===== config.mk =====
export PLATFORM = sky130hd
export DESIGN_NAME = id_scoreboard_ctrl
export DESIGN_NICKNAME = d
export VERILOG_FILES = /design/src/rtl/id_scoreboard_ctrl.sv
export SDC_FILE = /design/constraint.sdc
export NUM_CORES = 1
export LEC_CHECK = 0
export ABC_CLOCK_PERIOD_IN_PS = 13200
export BUFFER_PORTS_ARGS = -buffer_cell sky130_fd_sc_hd__buf_2
export CAP_MARGIN = 0
export CORE_MARGIN = 8
export CORE_UTILIZATION = 30
export DETAILED_ROUTE_END_ITERATION = 6
export GPL_TIMING_DRIVEN = 0
export MAX_ROUTING_LAYER = met4
export SETUP_SLACK_MARGIN = 0.1
export SYNTH_ARGS = -nofsm -noshare
export SYNTH_HDL_FRONTEND = slang
export SYNTH_SLANG_ARGS = --single-unit

===== constraint.sdc =====
create_clock -name clk -period 13.2 [get_ports clk]
set_input_delay 0.66 -clock clk [delete_from_list [all_inputs] [get_ports clk]]
set_output_delay 0.66 -clock clk [all_outputs]
set_load 0.01 [all_outputs]

===== src/rtl/id_scoreboard_ctrl.sv =====
// ID-stage handshake and hazard controller backed by a per-register pending-write
// scoreboard; tracks any number of in-flight writers up to a saturating count.
module id_scoreboard_ctrl #(
    parameter int          GW          = 2,
    parameter int          IDX_W       = 5,
    parameter int          NSRC        = 3,
    parameter int          NWB         = 2,
    parameter int          CNT_W       = 2,
    parameter int unsigned GRP_INVALID = 0,
    parameter int unsigned GRP_R       = 1
) (
    input  logic                   clk,
    input  logic                   rst,
    input  logic                   IF_valid,
    input  logic                   EX_ready,
    output logic                   valid,
    output logic                   ready,
    input  logic [NSRC*GW-1:0]     src_group,
    input  logic [NSRC*IDX_W-1:0]  src_index,
    input  logic [GW-1:0]          rd_group,
    input  logic [IDX_W-1:0]       rd_index,
    input  logic [NWB-1:0]         wb_en,
    input  logic [NWB*GW-1:0]      wb_group,
    input  logic [NWB*IDX_W-1:0]   wb_index,
    input  logic                   flush,
    output logic                   busy,
    output logic                   stall
);
    localparam int               RW        = GW + IDX_W;
    localparam int               NREG      = 1 << RW;
    localparam int               SW        = CNT_W + $clog2(NWB + 1) + 1;
    localparam logic [GW-1:0]    GRP_INV_C = GW'(GRP_INVALID);
    localparam logic [GW-1:0]    GRP_R_C   = GW'(GRP_R);
    localparam logic [CNT_W-1:0] CNT_MAX   = {CNT_W{1'b1}};

    function automatic logic is_tracked(input logic [GW-1:0] g, input logic [IDX_W-1:0] i);
        return (g != GRP_INV_C) && !((g == GRP_R_C) && (i == {IDX_W{1'b0}}));
    endfunction

    // Group-0 entries exist only to keep the flat {group,index} addressing simple; they never move.
    logic [CNT_W-1:0] cnt_q [NREG];
    logic [CNT_W-1:0] cnt_d [NREG];
    logic             valid_q, valid_d;
    logic             busy_q, busy_d;

    logic             conflict_s, sat_s, ready_s, issue_s, rd_trk_s;
    logic [RW-1:0]    rd_flat_s;
    logic [RW-1:0]    wb_flat_s [NWB];
    logic [NWB-1:0]   wb_trk_s;

    // Hazard detection on registered counters and the resulting handshake.
    always_comb begin
        rd_flat_s  = {rd_group, rd_index};
        rd_trk_s   = is_tracked(rd_group, rd_index);
        conflict_s = 1'b0;
        for (int k = 0; k < NSRC; k++) begin
            conflict_s = conflict_s
                | (is_tracked(src_group[k*GW +: GW], src_index[k*IDX_W +: IDX_W])
                   && (cnt_q[{src_group[k*GW +: GW], src_index[k*IDX_W +: IDX_W]}] != {CNT_W{1'b0}}));
        end
        sat_s   = rd_trk_s && (cnt_q[rd_flat_s] == CNT_MAX);
        ready_s = (EX_ready | ~valid_q) & ~conflict_s & ~sat_s & ~flush;
        issue_s = IF_valid & ready_s;
    end

    // Flatten writeback ports into scoreboard addresses.
    always_comb begin
        for (int p = 0; p < NWB; p++) begin
            wb_flat_s[p] = {wb_group[p*GW +: GW], wb_index[p*IDX_W +: IDX_W]};
            wb_trk_s[p]  = wb_en[p] & is_tracked(wb_group[p*GW +: GW], wb_index[p*IDX_W +: IDX_W]);
        end
    end

    // Next counter values: +issue, -releases, floor at zero; flush clears everything.
    always_comb begin
        logic          inc_v;
        logic [SW-1:0] dec_v;
        logic [SW-1:0] sum_v;
        inc_v  = 1'b0;
        dec_v  = {SW{1'b0}};
        sum_v  = {SW{1'b0}};
        busy_d = 1'b0;
        for (int r = 0; r < NREG; r++) begin
            inc_v = issue_s && rd_trk_s && (rd_flat_s == RW'(r));
            dec_v = {SW{1'b0}};
            for (int p = 0; p < NWB; p++) begin
                if (wb_trk_s[p] && (wb_flat_s[p] == RW'(r))) begin
                    dec_v = dec_v + SW'(1);
                end else begin
                    dec_v = dec_v;
                end
            end
            sum_v = SW'(cnt_q[r]) + SW'(inc_v);
            if (flush) begin
                cnt_d[r] = {CNT_W{1'b0}};
            end else if (sum_v > dec_v) begin
                cnt_d[r] = CNT_W'(sum_v - dec_v);
            end else begin
                cnt_d[r] = {CNT_W{1'b0}};
            end
            busy_d = busy_d | (cnt_d[r] != {CNT_W{1'b0}});
        end
    end

    // ID valid flag: flush beats issue beats EX consumption.
    always_comb begin
        if (flush) begin
            valid_d = 1'b0;
        end else if (issue_s) begin
            valid_d = 1'b1;
        end else if (EX_ready) begin
            valid_d = 1'b0;
        end else begin
            valid_d = valid_q;
        end
    end

    // State registers with asynchronous active-low reset.
    always_ff @(posedge clk or negedge rst) begin
        if (!rst) begin
            valid_q <= 1'b0;
            busy_q  <= 1'b0;
            for (int r = 0; r < NREG; r++) begin
                cnt_q[r] <= {CNT_W{1'b0}};
            end
        end else begin
            valid_q <= valid_d;
            busy_q  <= busy_d;
            for (int r = 0; r < NREG; r++) begin
                cnt_q[r] <= cnt_d[r];
            end
        end
    end

    assign valid = valid_q;
    assign busy  = busy_q;
    assign ready = ready_s;
    assign stall = IF_valid & ~ready_s;

endmodule

**After elaboration in Yosys (flattened, before gate mapping)**

Cells that the tools add are included.

- Input bits: 49
- Register bits: 258
- Logic and storage cells: 2261

- Eq/ne operators: 388
- Bitwise operators: 146
- $add $sub $neg: 384
- Order comparisons: 132
- Reduce and logical (&&, ||, !) cells: 554
- Mux-type cells: 527

Operators with widths:

| operator | count |
|---|---|
| 7-bit == test, second input constant | 192 |
| 7-bit by 6-bit == test with 1-bit output, second input constant | 96 |
| 5-bit by 1-bit adder with 5-bit output, second input constant | 127 |
| 3-bit by 5-bit greater-than comparator with 1-bit output | 127 |
| 5-bit 2-to-1 mux | 127 |
| 2-bit 2-to-1 mux | 265 |
| 1-bit logical AND | 401 |
| 2-bit by 1-bit adder with 3-bit output | 128 |
| 7-bit by 5-bit == test with 1-bit output, second input constant | 48 |
| 2-bit nonzero test | 137 |
| 2-bit subtractor | 128 |
| 7-bit by 4-bit == test with 1-bit output, second input constant | 24 |
| 1-bit 2-to-1 mux | 131 |
| 1-bit OR | 130 |
| 7-bit by 3-bit == test with 1-bit output, second input constant | 12 |
| 2-bit binary-select mux with 7-bit select | 4 |
| 7-bit by 2-bit == test with 1-bit output, second input constant | 6 |
| 8-bit >= comparator, second input constant | 4 |
| 7-bit NOT with 8-bit output | 4 |
| 5-bit logical NOT | 6 |
| 7-bit by 1-bit == test with 1-bit output, second input constant | 3 |
| 7-bit logical NOT | 3 |
| 2-bit by 1-bit == test with 1-bit output, second input constant | 6 |
| 1-bit AND | 7 |
| other kinds (6) | 15 |

**Logic depth before layout (Yosys ltp)**

- Word-level depth: 147
- Mapped depth: 24
- Mapped depth without buffers: 19

**Least setup slack after synthesis**

Ideal clock, no wire load.

- Path kind: input to register
- Start point: in rd_index[0]
- End point: reg busy_q, in the netlist busy
- Path slack: 7.315 ns
- Required time: 13.061 ns
- Arrival time: 5.746 ns
- Path buffers: 3
- Stages: 21
- Path through: buf_2 buf_2 mux4_2 a22oi_1 a211oi_1 a31oi_1 a2bb2oi_1 and4b_1 nand3_2 clkbuf_1 nor3_1 ha_1 inv_1 fa_1 o31a_1 nor3_1 or4_1 or4b_2 nor4_1 nand4_1 or4_1

RTL lines:

| element | RTL line | RTL |
|---|---|---|
| start: declaration | 21 | `input logic [IDX_W-1:0] rd_index,` |
| end signal: assignment | 128 | `busy_q <= busy_d;` |
| end: declaration | 44 | `logic busy_q, busy_d;` |

==> results.toml <==
[placement]
placed_area_um2 = 31700
portBuffers = 40
place_congestion = 1.15
placedCellCount = 4613
pre_cts_ws_ns = 4.34
dp_hpwl_mm = 109

[synth]
synth_cells = 3184
ys_ff_latch = 258
ys_seq_area_share_pct = 22.0
ys_warn_count = 0
synth_top_family_by_area = "adder cells"
synth_simple_gate_area_share_pct = 16.6
syn_avg_cell_area_um2 = 9.23
async_reset_ff_share_pct = 100
synth_adder_area_share_pct = 30.5
mappedNetlistArea_um2 = 29400
synthFlopType = "dfrtp_1"
synth.area.mux_share_pct = 12.0
synth_compound_area_share_pct = 10.3
synth_xor_area_share_pct = 0
synth-edff-count = 0
ys_types = 69

[run]
maxCapViolCount = 2

[power_and_ir_drop]
p_per_area_nw_per_um2 = 76.0
power_mw = 2.51
p_leak_nw = 14.2
ir_worst_vdd_v = 0.0000747

[critical_path]
crit_path_top_delay_cell = "a211oi_1"
required_ns = 13.61
critPathKind = "in2reg"
path_max_fanout = 10
slowest_delay_ns = 0.96
endpoint_kind = "flip-flop"
critPathArrivalTime_ns = 9.24
crit_path_frequent_cell = "buf_2"
crit_chain = "buf_2 > buf_2 > buf_2 > mux4_2 > o211ai_1 > o311ai_0 > a211oi_1 > a31oi_1 > nand4_1 > buf_2 > nor2_1 > ha_1 > inv_1 > fa_1 > o31a_1 > nor3_1 > or4_1 > nor4b_1 > nand3_1 > nor4_1 > nand4_1 > or4_1"
critPathLaunchType = "input pin"

[clocking]
cts_tree = "done"
post_cts_resize_count = 0
ctsHoldBuffers = 0
htree_levels = 2
root_buffer = "clkbuf_16"
post_cts_buffers = 0
clkLatencyLatePin_ns = 0.58
clock-sinks = 258
numCtsBuffers = 36
clk_path_buf_depth = 3
clkSlewWorstSetupHoldPaths_ns = 0.06

[hold_path]
hold_class = "in2async"

[floorplanning]
row_count = 115
die_area_um2 = 108000
core_um2 = 97700
ios = 53
die_x_um = 329
start_util_pct = 30.1
die_h_um = 329

[route]
routedWlPerCell_um = 29.7
wirelength_mm = 140
vias = 27700
ant_nets = 0
dr.pass1.iters = 7
first_iter_violations = 3892
vias_per_cell = 5.90
drc_errors = 2

[timing]
setup_slack_ns = 4.37
slew_headroom_pct = -4.90
drv_slew = 13
tightest_slew_ns = 1.56
finalHoldViolations = 0
finalCritPeriodShare_pct = 66.9
rsz0062_at_grt = "no"
tns_ns = 0
final.min_clock_period_ns = 8.83
whs_ns = 0.0794
fmax_mhz = 113
setup_viol = 0
fin_worst_skew_ns = 0.0197

[global_route]
grt_overflow = 0
antenna_found_initial = 18
gr-usage-met3_pct = 10.1
first_global_vias = 26400
grtUsageTotal_pct = 25.9
gr-max-usage-layer = "met2"
grt_pass1_wl_mm = 194
use_met1_pct = 31.1
use_met2_pct = 34.7
grt_max_degree = 101

[layout]
area_delta_synth_final_pct = 12.1
nets = 4053
final_cell_mix = "inv_1 (526), ha_1 (512), nor2_1 (350)"
utilization_pct = 33.7
fillers = 9950
instances_no_fill = 4698
fin_area_um2 = 33000
drive_gt1_share_pct = 8.52
mostFrequentLayoutCell = "inv_1"

[status]
failed_checks = "DRC, capacitance limit, slew limit"
outcome = "finished, violations left"
registers in the layout, summed over array words and instances (netlist names):
signal	flops
cnt_q	256
busy	1
valid	1
power by group:
group | leakage [nW] | total (mW) | switching [mW] | internal [mW]
clock network | 0.609 | 1.08 | 0.441 | 0.637
registers | 3.58 | 0.832 | 0.0189 | 0.813
logic | 10.0 | 0.595 | 0.396 | 0.200
worst max-delay path, delay by kind of cell:
kind	cells	cell delay [ns]
simple gates	9	3.70
mux	1	0.63
buf+inv	5	1.85
compound gates	5	1.91
fa+ha+maj	2	0.45
synth_stat cells (6+ instances only):
cell       count  area share, %
inv_1        526            6.7
ha_1         512             22
nor2_1       350            4.5
nor3_1       343            5.8
dfrtp_1      258             22
a21oi_1      138            2.4
o31a_1       129            3.8
fa_1         128            8.7
mux4_2       110            8.4
mux2i_1       99            3.4
a211oi_1      62            1.6
nand2_1       62           0.79
nor4_1        62            1.3
clkbuf_1      54           0.69
nand2b_1      45           0.96
buf_2         42           0.72
nand3_1       26           0.44
nand3b_1      24           0.61
nand4_1       19           0.40
a22oi_1       18           0.46
nor2b_1       18           0.38
buf_1         13           0.17
or4_1         12           0.31
o21ai_0       11           0.19
nor3b_1        9           0.23
a2111oi_0      7           0.21
a31oi_1        7           0.15
and2_1         6           0.13
buf_6          6           0.23
o311ai_0       6           0.18
kinds of logic (layout without fill, tap and decap cells):
family | Yosys count | after routing
AND/OR/NAND/NOR | 1001 | 1001
AO/OA/AOI/OAI | 423 | 423
buffers and inverters | 648 | 758
flip-flops | 258 | 258
multiplexers | 213 | 213
other | 1 | 118
adder cells (fa/ha/maj) | 640 | 640
area by class of cell:
| type | count | area, um2 | area share, % |
|---|---|---|---|
| repair buffers | 44 | 280 | 0.851 |
| diodes | 19 | 47.5 | 0.144 |
| flip-flops and latches | 258 | 6460 | 19.6 |
| clock inverters | 21 | 251 | 0.763 |
| plain buffers | 119 | 562 | 1.70 |
| inverters | 529 | 1990 | 6.03 |
| multi-input cells | 2376 | 20800 | 63.0 |
| clock buffers | 45 | 996 | 3.02 |
| well taps | 1287 | 1610 | 4.89 |
final timing paths:
check / depth (start not counted) / slack, ns / from / end
worst min register to register: 3 / 0.76 / cnt_q[199]$_DFF_PN0_ / cnt_q[199]$_DFF_PN0_
worst min-delay path: 1 / 0.08 / rst / cnt_q[241]$_DFF_PN0_
worst max register to register: 20 / 5.01 / cnt_q[49]$_DFF_PN0_ / busy$_DFF_PN0_
worst max-delay path: 22 / 4.37 / rd_index[0] / busy$_DFF_PN0_
max in group asynchronous: 2 / 12.07 / rst / cnt_q[185]$_DFF_PN0_
min in group clk: 2 / 0.32 / flush / cnt_q[219]$_DFF_PN0_
routing by layer:
metal / share of wire [%] / vias to the layer above / routed length (um)
li1: - / 11500 / -
met1: 37 / 13600 / 51200
met2: 39 / 2069 / 54200
met3: 15 / 535 / 20700
met4: 9.7 / 0 / 13500
met5: 0 / - / 0
Note: power is estimated with default switching activity, not from simulation.
